## config.mk

```make
export PLATFORM = sky130hd
export DESIGN_NAME = hex_display_scanner
export DESIGN_NICKNAME = d
export VERILOG_FILES = /design/src/rtl/hex_display_pkg.sv /design/src/rtl/refresh_prescaler.sv /design/src/rtl/hex_display_scanner.sv
export SDC_FILE = /design/constraint.sdc
export NUM_CORES = 1
export LEC_CHECK = 0
export ABC_AREA = 1
export BUFFER_PORTS_ARGS = -buffer_cell sky130_fd_sc_hd__clkbuf_2
export CORE_ASPECT_RATIO = 0.5
export CORE_MARGIN = 4
export CORE_UTILIZATION = 40
export DETAILED_ROUTE_END_ITERATION = 6
export GPL_TIMING_DRIVEN = 0
export SLEW_MARGIN = 25
export SYNTH_ARGS = -nofsm -noshare
export SYNTH_HDL_FRONTEND = slang
export SYNTH_SLANG_ARGS = --single-unit
```

## constraint.sdc

```tcl
create_clock -name clk -period 6.3 [get_ports clk]
set_clock_uncertainty 0.2 [all_clocks]
set_input_delay 1.26 -clock clk [delete_from_list [all_inputs] [get_ports clk]]
set_output_delay 1.26 -clock clk [all_outputs]
set_load 0.03 [all_outputs]
```

## src/rtl/hex_display_pkg.sv

```systemverilog
// rtl/hex_display_pkg.sv - shared constants and types for the hex digit scanner
package hex_display_pkg;
   localparam int DIGIT_W         = 4;
   localparam int MAX_DIGITS      = 16;
   localparam int DEF_NUM_DIGITS  = 8;
   localparam int DEF_REFRESH_DIV = 50000;

   // Wide enough for the largest legal bank; users slice down to NUM_DIGITS.
   localparam logic [MAX_DIGITS-1:0] ANODE_OFF = '1;

   typedef logic [DIGIT_W-1:0] nibble_t;
endpackage

```

## src/rtl/refresh_prescaler.sv

```systemverilog
// rtl/refresh_prescaler.sv - free-running divider, one-cycle tick every REFRESH_DIV clocks
module refresh_prescaler
   import hex_display_pkg::*;
#(
   parameter int REFRESH_DIV = DEF_REFRESH_DIV
) (
   input  logic clk,
   input  logic reset_n,
   output logic tick_o
);
   localparam int               CNT_W = (REFRESH_DIV > 1) ? $clog2(REFRESH_DIV) : 1;
   localparam logic [CNT_W-1:0] LAST  = CNT_W'(REFRESH_DIV - 1);

   logic [CNT_W-1:0] count_q, count_d;

   assign tick_o = (count_q == LAST);

   always_comb begin
      count_d = count_q + 1'b1;
      if (tick_o) count_d = '0;
   end

   always_ff @(posedge clk or negedge reset_n) begin
      if (!reset_n) count_q <= '0;
      else          count_q <= count_d;
   end
endmodule

```

## src/rtl/hex_display_scanner.sv

```systemverilog
// rtl/hex_display_scanner.sv - tear-free multiplexed scan of a hex value onto a common-anode bank
module hex_display_scanner
   import hex_display_pkg::*;
#(
   parameter int NUM_DIGITS  = DEF_NUM_DIGITS,
   parameter int REFRESH_DIV = DEF_REFRESH_DIV,
   parameter bit LZ_BLANK    = 1'b1
) (
   input  logic                          clk,
   input  logic                          reset_n,
   input  logic [DIGIT_W*NUM_DIGITS-1:0] value_i,
   input  logic                          value_we,
   output logic                          pending_o,
   output nibble_t                       nibble_o,
   output logic [NUM_DIGITS-1:0]         digit_an_o,
   output logic                          blank_o,
   output logic                          frame_o
);
   localparam int               IDX_W    = (NUM_DIGITS > 1) ? $clog2(NUM_DIGITS) : 1;
   localparam logic [IDX_W-1:0] LAST_IDX = IDX_W'(NUM_DIGITS - 1);

   typedef nibble_t [NUM_DIGITS-1:0] digits_t;

   logic             tick;
   logic             boundary;
   logic [IDX_W-1:0] idx_q, idx_d;
   digits_t          display_q, display_d;
   digits_t          pend_val_q, pend_val_d;
   logic             pend_q, pend_d;
   logic             frame_q;
   logic             upper_zero;

   refresh_prescaler #(
      .REFRESH_DIV (REFRESH_DIV)
   ) u_prescaler (
      .clk     (clk),
      .reset_n (reset_n),
      .tick_o  (tick)
   );

   assign boundary = tick && (idx_q == LAST_IDX);

   always_comb begin
      idx_d = idx_q;
      if (tick) idx_d = (idx_q == LAST_IDX) ? '0 : idx_q + 1'b1;
   end

   // Display only ever changes at a boundary; a write landing on the boundary bypasses the holding register.
   always_comb begin
      display_d  = display_q;
      pend_val_d = pend_val_q;
      pend_d     = pend_q;
      if (boundary) begin
         if (value_we)    display_d = value_i;
         else if (pend_q) display_d = pend_val_q;
         pend_d = 1'b0;
      end else if (value_we) begin
         pend_val_d = value_i;
         pend_d     = 1'b1;
      end
   end

   always_ff @(posedge clk or negedge reset_n) begin
      if (!reset_n) begin
         idx_q      <= '0;
         display_q  <= '0;
         pend_val_q <= '0;
         pend_q     <= 1'b0;
         frame_q    <= 1'b0;
      end else begin
         idx_q      <= idx_d;
         display_q  <= display_d;
         pend_val_q <= pend_val_d;
         pend_q     <= pend_d;
         frame_q    <= boundary;
      end
   end

   // A slot is dark when it and every digit to its left are zero; digit 0 always lights.
   always_comb begin
      upper_zero = 1'b1;
      for (int i = 0; i < NUM_DIGITS; i++) begin
         if (i >= int'(idx_q) && display_q[i] != '0) upper_zero = 1'b0;
      end
      blank_o    = LZ_BLANK && (idx_q != '0) && upper_zero;
      digit_an_o = ANODE_OFF[NUM_DIGITS-1:0];
      if (!blank_o) digit_an_o[idx_q] = 1'b0;
   end

   assign nibble_o  = display_q[idx_q];
   assign pending_o = pend_q;
   assign frame_o   = frame_q;
endmodule
```

* Word level (Yosys, flattened, before mapping) *
Cells that the tools add are included.

cells by class
  $add $sub $neg = 2
  bitwise gates (word level) = 2
  reduce and logical (&&, ||, !) cells = 23
  multipliers = 0
  shifts and indexed selects = 0
  div/mod/pow operators = 0
  $lt $le $gt $ge = 9
  equality and inequality tests = 2
  multiplexer cells = 19

operator list
  operator                 count
  $mux W32                 2
  $reduce_bool A4 Y1       8
  $add A16 B1 Y16 const B  1
  $eq A16 B16 Y1 const B   1
  $mux W16                 1
  $bmux W4 S3              1
  $mux W1                  11
  $logic_and A1 B1 Y1      10
  $ge A3 B3 Y1 const A     3
  $mux W8                  1
  $not A8 Y8               1
  $ge A1 B3 Y1 const A     2
  $ge A2 B3 Y1 const A     2
  $lt A3 B4 Y1 const B     1
  $mux W4                  1
  $reduce_and A2 Y1        2
  $reduce_bool A2 Y1       2
  $add A3 B1 Y3 const B    1
  $demux W1 S3             1
  $eq A3 B3 Y1 const B     1
  $ge A3 B1 Y1 const B     1
  $mux W3                  1
  $reduce_bool A3 Y1       1
  $not A1 Y1               1

word-level totals
  memory bits (read-only) = 0
  word-level logic and storage cells = 77
  output and inout port bits = 15
  bits of input ports = 35
  register bits = 85
  RAM bits = 0
  memories kept = 0
  bits in latches = 0

* Logic depth before layout (Yosys ltp) *
  word-level depth = 12
  gate-level depth with buffers = 11
  depth with buffers taken out = 9

* Cells and area by module *
From an unflattened synthesis, not the netlist that was laid out.

second synthesis, totals
  cells, all modules = 528
  area, all modules = 4,257.8 um2

modules (own cells, without submodules)
  module               cells each  instances  area each (um2)
  hex_display_scanner  407         1          3,380.7
  refresh_prescaler    121         1          877.1

* Worst setup path before layout *
No wires, ideal clock.

  path kind = register to output
  from = register idx_q[0]
  to = output digit_an_o[0]
  slack = 3.011 ns
  data required time = 4.840 ns
  stages on the path, launching flop included = 12
  arrival = 1.829 ns
  path buffers = 2
  path through = dfrtp_1 buf_2 inv_1 clkbuf_1 ha_1 inv_1 a21oi_1 nand2_1 nand2_1 nor2_1 nand2_1 nand2_1

between the ends
  word-level cells in the longest chain between the ends = 12
  elaborated cells between the ends (all ways) = 31
  classes of those cells = 9 x order compare; 11 x mux; 1 x bitwise; 10 x reduce/logical

RTL lines
  item                    RTL line                   text
  from (decl)             hex_display_scanner.sv:26  logic [IDX_W-1:0] idx_q, idx_d;
  from (signal assigned)  hex_display_scanner.sv:71  idx_q <= idx_d;
  $ge A1 B3 Y1            hex_display_scanner.sv:83  if (i >= int'(idx_q) && display_q[i] != '0) upper_zero = 1'b0;
  $logic_and A1 B1 Y1     hex_display_scanner.sv:83
  $mux W1 (8 in a row)    hex_display_scanner.sv:83
  $logic_and A1 B1 Y1     hex_display_scanner.sv:85  blank_o = LZ_BLANK && (idx_q != '0) && upper_zero;
  $mux W8 *               hex_display_scanner.sv:87  if (!blank_o) digit_an_o[idx_q] = 1'b0;
  to (decl)               hex_display_scanner.sv:15  output logic [NUM_DIGITS-1:0] digit_an_o,

Every way passes the cells marked *; elsewhere a longest branch is shown, timed or not.

* Worst setup path in the final report *
  from = register idx_q[0]
  to = output digit_an_o[7]

Same word-level chain as after synthesis.

==> impl_metrics.yaml <==
worst_setup_path:
  crit_chain: "buf_2 -> inv_1 -> clkbuf_1 -> ha_1 -> inv_1 -> a21oi_1 -> nand2_1 -> nand2_1 -> nor2_1 -> nand2_1 -> nand2_1 -> clkbuf_2"
  worst_setup_path_start_kind: "flop"
  critPathMaxStageDelay_ns: 0.43
  arrival_ns: 2.60
  end_kind: "output port"
  cp_common_cell: "nand2_1"
  cp_slowest_cell: "clkbuf_1"
  critPathRequiredTime_ns: 4.84
  critPathMaxFanout: 11
  crit_type: "reg -> out"
worst_hold_path:
  min_path_type: "reg -> reg"
floorplanning:
  die_width_um: 162
  io_pins: 50
  die_area_mm2: 0.0137
  die_h_um: 84.8
  initial_core_util_pct: 42.0
  row_count: 27
  core_area_mm2: 0.0112
synth:
  synth_compound_area_share_pct: 7.37
  synth_area_per_cell_um2: 7.26
  synthMuxAreaShare_pct: 0
  synth_cell_type_count: 27
  synth_xor_area_share_pct: 1.48
  synth_warnings: 0
  synth-seq-cells: 85
  yosysSeqAreaShare_pct: 45.1
  synth_fa_ha_area_share_pct: 1.33
  synthSimpleGateAreaFrac_pct: 34.5
  syn_nets: 690
  synth_top_family_by_area: "simple AND/OR/NAND/NOR gates"
  syn-instance-count: 650
  netlist_area_mm2: 0.00472
detailed_routing:
  dr_wl_met3_um: 446
  wl_met2_um: 5180
  vias: 4277
  drt_first_pass_iters: 5
  routedWlPerCell_um: 13.4
  m1WireLength_um: 5980
  drc: 0
  wl_um: 11700
  drt_iter0_markers: 240
  route.top_layer_used: "met4"
  ant_nets: 0
  vias_per_cell: 4.89
sta:
  finalCriticalPeriod_ns: 4.06
  relSlewSlack_pct: 65.2
  worst_pin_slew_ns: 0.521
  setup_violations: 0
  fmax_mhz: 246
  slew_violations: 0
  rsz0062_at_grt: "no"
  hold_viol: 0
  period_share_pct: 64.5
  fin_setup_tns_ns: 0
power:
  leakage_nw: 2.91
  power_switching_share_pct: 24.3
  power.switching_w: 0.000280
  power_frac_comb_pct: 7.3
  powerDensity_mw_per_mm2: 211
  peakVddDrop_uv: 105
  clock_power_share_pct: 43.0
  power.internal_w: 0.000873
  seq_power_share_pct: 49.7
final_layout:
  diodes: 0
  final_cell_mix: "nand2_1, dfrtp_1, inv_1, nor2_1, o21ai_0"
  fillers: 1140
  design_area_mm2: 0.00547
  drive_above_1_share_pct: 13.6
  final_common_cell: "nand2_1"
  nets: 750
  area_growth_pct: 15.9
cts:
  clk_latency_ns: 0.34
  cts_max_level: 3
  clk_pin_slew_ns: 0.06
  cts_resized: 0
  cts_setup_buffers: 0
  clockBufferDepth: 2
  hold_buffers: 0
  clock-sinks: 85
  clockRootBuffer: "clkbuf_16"
  cts_buffers: 9
  cts_tree: "done"
place:
  portBuffers: 48
  hpwl_um: 8860
  place_congestion: 0.914
  place_area_mm2: 0.00520
grt:
  grt.overflow.total: 0
  grt_pass1_wl_um: 20000
  grt.total_usage_pct: 17.9
  grt_max_degree: 78
  antenna_found_initial: 0
  grt_pass1_vias: 4064
outcome:
  status: "finished clean"
run:
  cap_viol_max_count: 0
[power groups by stage]
stage / registers, W / logic, W / clock network (W)
final: 0.000573 / 0.0000842 / 0.000496
after floorplan: 0.000581 / 0.0000449 / 0
after global routing: 0.000574 / 0.0000979 / 0.000536
after CTS: 0.000572 / 0.0000862 / 0.000511
after global placement: 0.000582 / 0.0000821 / 0
after detailed placement: 0.000583 / 0.0000861 / 0
[layer usage]
layer | vias to the layer above | track usage (%)
met5 | - | 0
met3 | 13 | 3.93
met1 | 2001 | 26.0
li1 | 2183 | -
met2 | 80 | 27.7
met4 | 0 | 3.99
[logic make-up (layout without fill, tap and decap cells)]
logic type / after synthesis / in the layout
buf+inv: 110 / 175
compound gates: 66 / 66
simple gates: 376 / 376
fa+ha+maj: 5 / 5
flops: 85 / 85
xor+xnor: 8 / 8
[critical path, delay by kind of cell, from the launching register on]
kind | cells | cell delay, ns
buffers and inverters | 5 | 1.06
DFF | 1 | 0.38
and+or+nand+nor | 5 | 0.46
adders and majority gates | 1 | 0.26
AOI/OAI and AO/OA | 1 | 0.12
[cells in the mapped netlist]
library cell    n  area share [%]
nand2_2         1            0.13
o211ai_1        4            0.64
nand4_2         1            0.26
nor2_2          1            0.13
nor3_1          1            0.11
nand3_4         1            0.37
a21oi_1         8            0.85
nand3_1        50             5.3
nand2_1       216              17
nor2_4          3            0.72
and2_1          1            0.13
o21a_1          2            0.32
ha_1            5             1.3
nor2_1         63             5.0
xor2_1          8             1.5
o21bai_1        1            0.16
clkbuf_1        9            0.72
o21ai_0        51             5.4
buf_6           7             1.7
inv_1          72             5.7
buf_2          16             1.7
inv_2           2            0.16
or2_1           1            0.13
buf_1           4            0.32
nand4_1        36             4.8
nand2_4         1            0.24
dfrtp_1        85              45
[state kept, by name (all words and copies together) (netlist names)]
name / count
pend_val_q: 32
pending_o: 1
u_prescaler.count_q: 16
idx_q: 3
frame_o: 1
display_q: 32
[per-stage QoR]
| stage | hold WS (ns) | std cells | total power, W | utilization [%] | setup WS (ns) |
|---|---|---|---|---|---|
| global route | 0.282 | 874 | 0.00121 | 48.6 | 2.03 |
| CTS | 0.265 | 874 | 0.00117 | 48.6 | 2.24 |
| floorplan | 0.230 | 650 | 0.000626 | - | 3.01 |
| finish | 0.264 | 874 | 0.00115 | 48.6 | 2.24 |
| global placement | 0.253 | 857 | 0.000665 | 45.9 | 2.62 |
| detailed placement | 0.257 | 858 | 0.000669 | 46.2 | 2.61 |
[worst paths after layout]
kind | from | to | slack, ns | cells after the start
hold reg to reg | u_prescaler.count_q[0]$_DFF_PN0_ | u_prescaler.count_q[0]$_DFF_PN0_ | 0.26 | 1
hold / removal | u_prescaler.count_q[0]$_DFF_PN0_ | u_prescaler.count_q[0]$_DFF_PN0_ | 0.26 | 1
min in group asynchronous | reset_n | u_prescaler.count_q[8]$_DFF_PN0_ | 0.54 | 1
setup / recovery | idx_q[0]$_DFFE_PN0N_ | digit_an_o[7] | 2.24 | 12
setup reg to reg | idx_q[1]$_DFFE_PN0N_ | pend_val_q[13]$_DFFE_PN0P_ | 4.12 | 7
max in group asynchronous | reset_n | pend_val_q[8]$_DFFE_PN0P_ | 4.77 | 2
[cell type report]
| type | count | area [µm²] | share of cell area, % |
|---|---|---|---|
| tap | 159 | 199 | 3.64 |
| buffer | 36 | 208 | 3.80 |
| clock inverter | 5 | 33.8 | 0.617 |
| inverter | 74 | 278 | 5.08 |
| sequential | 85 | 2130 | 38.9 |
| clock buffer | 11 | 243 | 4.44 |
| multi-input combinational | 455 | 2110 | 38.5 |
| timing repair buffer | 49 | 277 | 5.05 |
Power figures use the tool's default switching activity.
